===== config.mk =====
export PLATFORM = sky130hd
export DESIGN_NAME = cpu_stage_seq
export DESIGN_NICKNAME = d
export VERILOG_FILES = /design/src/rtl/cpu_seq_pkg.sv /design/src/rtl/seq_wait_timer.sv /design/src/rtl/cpu_stage_seq.sv
export SDC_FILE = /design/constraint.sdc
export NUM_CORES = 1
export LEC_CHECK = 0
export ABC_AREA = 0
export CAP_MARGIN = 20
export CORE_ASPECT_RATIO = 1.5
export CORE_MARGIN = 2
export CORE_UTILIZATION = 30
export DETAILED_ROUTE_END_ITERATION = 16
export GPL_ROUTABILITY_DRIVEN = 0
export HOLD_SLACK_MARGIN = 0.05
export PLACE_DENSITY_LB_ADDON = 0.3
export SETUP_SLACK_MARGIN = 0.5
export SYNTH_ARGS = -nofsm -noshare
export SYNTH_HDL_FRONTEND = slang
export SYNTH_HIERARCHICAL = 1
export SYNTH_SLANG_ARGS = --single-unit

===== constraint.sdc =====
create_clock -name clk -period 5.35 [get_ports clk]
set_input_delay 1.07 -clock clk [delete_from_list [all_inputs] [get_ports clk]]
set_output_delay 1.07 -clock clk [all_outputs]
set_load 0.01 [all_outputs]

===== src/rtl/cpu_seq_pkg.sv =====
// Shared definitions for the CPU stage sequencer.
//   state_t      : sequencer state encoding (IDLE plus the six pipeline stages)
//   STATE_CNT    : number of states in state_t
//   WAIT_MAX_DEF : default memory-wait limit before a bus timeout
//   WAIT_W       : width of the wait counter
package cpu_seq_pkg;

   typedef enum logic [2:0] {
      ST_IDLE = 3'd0,
      ST_PC   = 3'd1,
      ST_IF   = 3'd2,
      ST_ID   = 3'd3,
      ST_EX   = 3'd4,
      ST_MA   = 3'd5,
      ST_WB   = 3'd6
   } state_t;

   localparam int STATE_CNT    = 7;
   localparam int WAIT_MAX_DEF = 255;
   localparam int WAIT_W       = 8;

endpackage


===== src/rtl/seq_wait_timer.sv =====
// Memory-wait counter with timeout compare.
//   clk, rst_n : clock, asynchronous active-low reset
//   clr        : restart the count (entry into a wait-capable stage)
//   stall      : current cycle is a stalled cycle
//   timeout    : registered one-cycle pulse, high in the cycle after the
//                count reaches WAIT_MAX
module seq_wait_timer
   import cpu_seq_pkg::*;
#(
   parameter int WAIT_MAX = WAIT_MAX_DEF
) (
   input  logic clk,
   input  logic rst_n,
   input  logic clr,
   input  logic stall,
   output logic timeout
);

   localparam logic [WAIT_W-1:0] LIMIT = WAIT_MAX[WAIT_W-1:0];

   logic [WAIT_W-1:0] cnt;
   logic [WAIT_W-1:0] cnt_nxt;

   assign cnt_nxt = cnt + 1'b1;

   always_ff @(posedge clk or negedge rst_n) begin
      if (!rst_n) begin
         cnt     <= '0;
         timeout <= 1'b0;
      end else if (clr) begin
         cnt     <= '0;
         timeout <= 1'b0;
      end else if (stall) begin
         cnt     <= cnt_nxt;
         // Compare against the incremented value so the pulse is registered
         // and lines up with the cycle in which the parent forces the advance.
         timeout <= (cnt_nxt == LIMIT);
      end else begin
         timeout <= 1'b0;
      end
   end

endmodule


===== src/rtl/cpu_stage_seq.sv =====
// Multi-cycle CPU stage sequencer: walks PC -> IF -> ID -> EX -> MA -> WB,
// handles run / single-step / halt from a monitor, a counter breakpoint, and
// a memory-wait timeout.
//   cpu_run_req, cpu_step_req, cpu_halt_req : monitor control pulses
//   brk_cntr_en, frc_cntr_val_leq           : counter breakpoint (checked in WB)
//   imem_ready, dmem_ready, cmd_ldst_ma     : memory handshakes
//   cpu_stat_*                              : one-hot stage enables
//   cpu_stat_before_exec, cpu_running       : status decodes
//   inst_retire, instret_cnt                : retire pulse and counter
//   bus_timeout                             : memory-wait timeout pulse
//
// state | meaning
// IDLE  | stopped, waiting for run or step
// PC    | next-PC select
// IF    | instruction fetch, waits for imem_ready
// ID    | decode
// EX    | execute
// MA    | memory access, waits for dmem_ready on loads/stores
// WB    | write-back / retire; stop check happens here
module cpu_stage_seq
   import cpu_seq_pkg::*;
#(
   parameter int WAIT_MAX = WAIT_MAX_DEF
) (
   input  logic        clk,
   input  logic        rst_n,
   input  logic        cpu_run_req,
   input  logic        cpu_step_req,
   input  logic        cpu_halt_req,
   input  logic        brk_cntr_en,
   input  logic        frc_cntr_val_leq,
   input  logic        imem_ready,
   input  logic        dmem_ready,
   input  logic        cmd_ldst_ma,
   output logic        cpu_stat_pc,
   output logic        cpu_stat_if,
   output logic        cpu_stat_id,
   output logic        cpu_stat_ex,
   output logic        cpu_stat_ma,
   output logic        cpu_stat_wb,
   output logic        cpu_stat_before_exec,
   output logic        cpu_running,
   output logic        inst_retire,
   output logic [31:0] instret_cnt,
   output logic        bus_timeout
);

   state_t state;
   state_t state_nxt;
   logic   halt_q;
   logic   step_q;
   logic   halt_any;
   logic   stop;
   logic   wait_clr;
   logic   wait_stall;
   logic   timeout;
   logic [STATE_CNT-2:0] stat_vec;

   assign halt_any = halt_q | cpu_halt_req;
   assign stop     = halt_any | step_q | (brk_cntr_en & frc_cntr_val_leq);

   always_ff @(posedge clk or negedge rst_n) begin
      if (!rst_n) state <= ST_IDLE;
      else        state <= state_nxt;
   end

   always_comb begin
      state_nxt = state;
      case (state)
         ST_IDLE: if ((cpu_run_req | cpu_step_req) & ~halt_any) state_nxt = ST_PC;
         ST_PC:   state_nxt = ST_IF;
         ST_IF:   if (imem_ready | timeout) state_nxt = ST_ID;
         ST_ID:   state_nxt = ST_EX;
         ST_EX:   state_nxt = ST_MA;
         ST_MA:   if (~cmd_ldst_ma | dmem_ready | timeout) state_nxt = ST_WB;
         ST_WB:   state_nxt = stop ? ST_IDLE : ST_PC;
         default: state_nxt = ST_IDLE;
      endcase
   end

   always_comb begin
      stat_vec = '0;
      case (state)
         ST_PC:   stat_vec[0] = 1'b1;
         ST_IF:   stat_vec[1] = 1'b1;
         ST_ID:   stat_vec[2] = 1'b1;
         ST_EX:   stat_vec[3] = 1'b1;
         ST_MA:   stat_vec[4] = 1'b1;
         ST_WB:   stat_vec[5] = 1'b1;
         default: stat_vec = '0;
      endcase
      cpu_stat_pc          = stat_vec[0];
      cpu_stat_if          = stat_vec[1];
      cpu_stat_id          = stat_vec[2];
      cpu_stat_ex          = stat_vec[3];
      cpu_stat_ma          = stat_vec[4];
      cpu_stat_wb          = stat_vec[5];
      cpu_stat_before_exec = |stat_vec[2:0];
      cpu_running          = (state != ST_IDLE);
      inst_retire          = stat_vec[5];
   end

   // Halt is held until the next WB; both mode bits drop whenever IDLE is
   // entered, so a halt seen together with run/step in IDLE is simply consumed.
   always_ff @(posedge clk or negedge rst_n) begin
      if (!rst_n) begin
         halt_q <= 1'b0;
         step_q <= 1'b0;
      end else begin
         if (state_nxt == ST_IDLE)
            halt_q <= 1'b0;
         else if ((state != ST_IDLE) && cpu_halt_req)
            halt_q <= 1'b1;

         if (state_nxt == ST_IDLE)
            step_q <= 1'b0;
         else if ((state == ST_IDLE) && cpu_step_req && !cpu_run_req)
            step_q <= 1'b1;
      end
   end

   always_ff @(posedge clk or negedge rst_n) begin
      if (!rst_n)               instret_cnt <= '0;
      else if (state == ST_WB)  instret_cnt <= instret_cnt + 32'd1;
   end

   assign wait_clr   = ((state_nxt == ST_IF) && (state != ST_IF)) ||
                       ((state_nxt == ST_MA) && (state != ST_MA));
   assign wait_stall = ((state == ST_IF) && !imem_ready) ||
                       ((state == ST_MA) && cmd_ldst_ma && !dmem_ready);

   seq_wait_timer #(.WAIT_MAX(WAIT_MAX)) u_wait_timer (
      .clk     (clk),
      .rst_n   (rst_n),
      .clr     (wait_clr),
      .stall   (wait_stall),
      .timeout (timeout)
   );

   assign bus_timeout = timeout;

endmodule


==> Flow_metrics.wiki <==
{| class="wikitable"
! Metric !! Value
|-
| Result of the run || finished, final reports clean
|-
| Die height || 116 um
|-
| Data arrival time of the critical path || around 3.2 ns
|-
| Share of power burned in combinational logic || about 27%
|-
| Final count of pins violating max slew || 0
|-
| Endpoint required time on the critical path || 5.54 ns
|-
| Async set-reset flop share out of synthesis || 100%
|-
| Sw Share || 32.1%
|-
| Detailed-route DRC error count || 0
|-
| Worst reg-to-reg setup slack || 2.82 ns
|-
| Input/output buffers || between 50 and 60
|-
| Number of diodes || 0
|-
| Top cells by count, synth || 46 x dfrtp_1, 25 x xor2_1, 22 x nand2_1, 22 x nor2_1, 16 x xnor2_1
|-
| Post-CTS setup buffer count || 0
|-
| Synthesis-stage register bit count || 46
|-
| Initial antenna violation count || 0
|-
| Sequential cell area fraction in the yosys report || a little under half
|-
| Yosys Warn Count || 6
|-
| Master of the slowest instance on the critical path || o31ai_1
|-
| Final cycle utilization of the critical path || 56.4%
|-
| Pre-CTS worst setup slack || 2.03 ns
|-
| Hold/Removal Path Class || reg -> reg
|-
| Antenna-violating nets left || 0
|-
| Die ar. || 0.00911 mm2
|-
| Slew of the pin with the lowest slew margin || 0.979 ns
|-
| Setup repair after global routing missed its margin || no
|-
| Top-Level Pins || 52
|-
| Net count after synthesis || 252
|-
| Final Setup Violations || 0
|-
| Core Util, Final || 40.0%
|-
| Num CTS Buffers || 5
|-
| Number of hold buffers added after CTS || 0
|-
| IR drop worst, VDD || 231 uV
|-
| Clock network power share || 29.2%
|-
| Setup crit end kind || register
|-
| Syn Inst Count || 239
|-
| Routed wire per std cell || about 13 um
|-
| Fill cells || 803
|-
| Number of buffer and inverter instances along the worst setup path || 1
|-
| Source of the worst register-to-register timing path || state[1]
|-
| First drt pass iteration count || 4
|-
| Critical Path Fanout Max || 9
|-
| Post-synth top flop || dfrtp_1
|-
| Part of the total power dissipated in sequential elements || 43.7%
|-
| Synth Area in XOR/XNOR || 14.3%
|-
| Cell with the most instances after synthesis || dfrtp_1
|-
| Fraction of synthesized area in multiplexers || less than 1%
|-
| Syn avg cell area || 10.5 um2
|-
| Worst Setup Path Type || in -> reg
|-
| Worst setup margin || ~2.3 ns
|-
| Cell at the root of the clock tree || clkbuf_16
|-
| Highest attainable clock frequency || 332 MHz
|-
| Logic depth of the worst register-to-register path || 5
|-
| Portion of synthesized cell area occupied by the leading cell type || 46.0%
|-
| Power density over the cells || between 300 and 400 mW/mm2
|-
| Crit path launch || dmem_ready
|-
| Yosys cell types || 41
|-
| Setup TNS Final || 0 ns
|-
| Area Overhead vs Synth || 28.7%
|-
| CP startpoint kind || primary input
|-
| Global router's overall resource usage || between 10% and 20%
|-
| Share of the synthesized area in compound gates (AO/OA/AOI/OAI) || under 10%
|-
| HPWL reported at the end of detailed placement || just under 4000 um
|-
| Chain of cells forming the critical path || clkdlybuf4s50_1 -> nand2b_1 -> o31ai_1 -> nand4_1 -> or3_1 -> nor4_2
|-
| Remaining global-route overflow || 0
|-
| Instance count on the critical path || 6
|-
| Simple-gate share of the synthesized area || approximately 29%
|-
| Clock latency of the later-clocked register in the worst-skew pair || 0.29 ns
|-
| Maximum number of pins on one net before global-route repair || 47
|-
| Main combinational cell family by area after synthesis || simple AND/OR/NAND/NOR gates
|-
| Number of vias per cell after detailed routing || 4.73
|-
| Critical path capture point || u_wait_timer/timeout
|-
| Crit path max-delay family || simple AND/OR/NAND/NOR gates
|-
| Count of flip-flops with a built-in enable after synthesis || 0
|-
| Worst-case hold slack || ~0.47 ns
|-
| Count of cells resized by post-cts repair || 0
|-
| P_sw || 341 uW
|-
| Iteration-0 DRC count of the detailed router || 55
|-
| Cell types occupying the most area after synthesis || dfrtp_1 46%, xor2_1 8.7%, xnor2_1 5.6%
|-
| Final Critical Period || 3.02 ns
|-
| Routed Wire Length || 5180 um
|-
| Vias in the first global route || 1,894
|-
| Internal power || between 700 and 800 uW
|-
| Wire length of the first global-routing pass || 8770 um
|-
| Total count of hold-check failures in the final report || 0
|-
| Leakage Power || 0.00142 uW
|-
| Cell row count || 40
|-
| Fraction of the mapped netlist area in adder cells || between 1 and 1.5%
|-
| Netlist Area Pre-Place || between 0.002 and 0.003 mm2
|-
| Clock-pin slew of the registers on the worst-case setup and hold paths || 0.06 ns
|-
| Layout Nets || 299
|-
| Skew final || 0.00749 ns
|-
| Maximum level of the CTS H-tree || 2
|-
| Starting density of the core || a little under a third
|-
| Chip width || 78.6 um
|-
| Worst relative slew slack || roughly 34%
|-
| Total number of vias || 1,856
|-
| Clk sink count || 46
|-
| Clock Tree Buf Depth || 2
|-
| Capture instance of the worst register-to-register path || u_wait_timer/timeout
|-
| Largest area contributor in the netlist || dfrtp_1
|-
| Total core area || 0.00806 mm2
|-
| CP max stage delay || 0.79 ns
|-
| TritonCTS clock tree || built
|-
| Proportion of layout cells with a drive suffix above 1 || 10.8%
|-
| Max Cap Violations || 0
|}
## layout by cell type, fill, tap and decap left out, types with 2 or more instances in the layout
master and instances:
nand4_1 9, a31oi_1 2, nor4_2 4, and4_1 3, ha_1 3, inv_1 8, nor3_1 6, a211oi_1 2
clkinv_2 2, nand4_4 3, xnor2_1 16, nand2b_1 4, clkbuf_16 5, xor2_1 25, dfrtp_1 46, o22ai_1 2
nor2_1 22, or3_1 3, and2_1 3, clkdlybuf4s50_1 50, nor4_1 3, nand3_1 12, nand2_1 22, o21ai_0 2
nor3_2 9, and4_4 2, and3_1 4
## worst min path at each step
stage                    startpoint         endpoint  slack [ns]  depth (start not counted)
floorplan                    step_q           step_q        0.50                          2
global placement    instret_cnt[31]  instret_cnt[31]        0.46                          1
detailed placement  instret_cnt[31]  instret_cnt[31]        0.46                          1
CTS                 instret_cnt[31]  instret_cnt[31]        0.47                          1
global route        instret_cnt[31]  instret_cnt[31]        0.49                          1
finish              instret_cnt[31]  instret_cnt[31]        0.47                          1
## metal layers
metal	vias up	share of wire [%]	GRT usage (%)	routed length, um
li1	907	-	-	-
met1	892	40	13.5	2070
met2	51	54	22.7	2810
met3	6	4.1	2.34	214
met4	0	1.4	4.21	73
met5	-	0	0	0
## state kept, by name, indices dropped and copies added, names as in the netlist
signal / flops
u_wait_timer/timeout: 1
u_wait_timer/cnt: 8
instret_cnt: 32
state: 3
step_q: 1
halt_q: 1
## final cells by class
class,count,area (um2),area share [%]
Multi-Input combinational cell,172,1220,38.0
Sequential cell,46,1150,35.7
Timing Repair Buffer,52,533,16.5
Clock buffer,7,143,4.43
Tap cell,105,131,4.08
Inverter,9,35.0,1.09
Clock inverter,1,5.00,0.155
## stage by stage
step	std cells	total power [uW]	area, um2
4_1_cts	391	1070	3190
5_1_grt	392	1130	3220
3_5_place_dp	383	760	3050
2_1_floorplan	239	659	2500
3_3_place_gp	383	757	3050
6_report	392	1060	3220
## power groups by stage
stage	Combinational [uW]	Clock, uW	Sequential [uW]
2_1_floorplan	225	0	434
3_5_place_dp	289	0	471
4_1_cts	291	317	464
3_3_place_gp	286	0	472
5_1_grt	319	333	476
6_report	287	311	464
## cell families (layout without fill, tap and decap cells)
kind of cell | Yosys count | count (layout)
adder cells (fa/ha/maj) | 3 | 3
AND/OR/NAND/NOR | 114 | 114
flip-flops | 46 | 46
buffers and inverters | 21 | 69
XOR/XNOR | 41 | 41
multiplexers | 1 | 1
AO/OA/AOI/OAI | 13 | 13
## worst reg2reg max path: stages, from the launching register on
cell,delay (ns)
dfrtp_1,0.49
nand2b_1,0.27
o31ai_1,0.86
nand4_1,0.16
or3_1,0.39
nor4_2,0.27
Power figures use the tool's default switching activity.
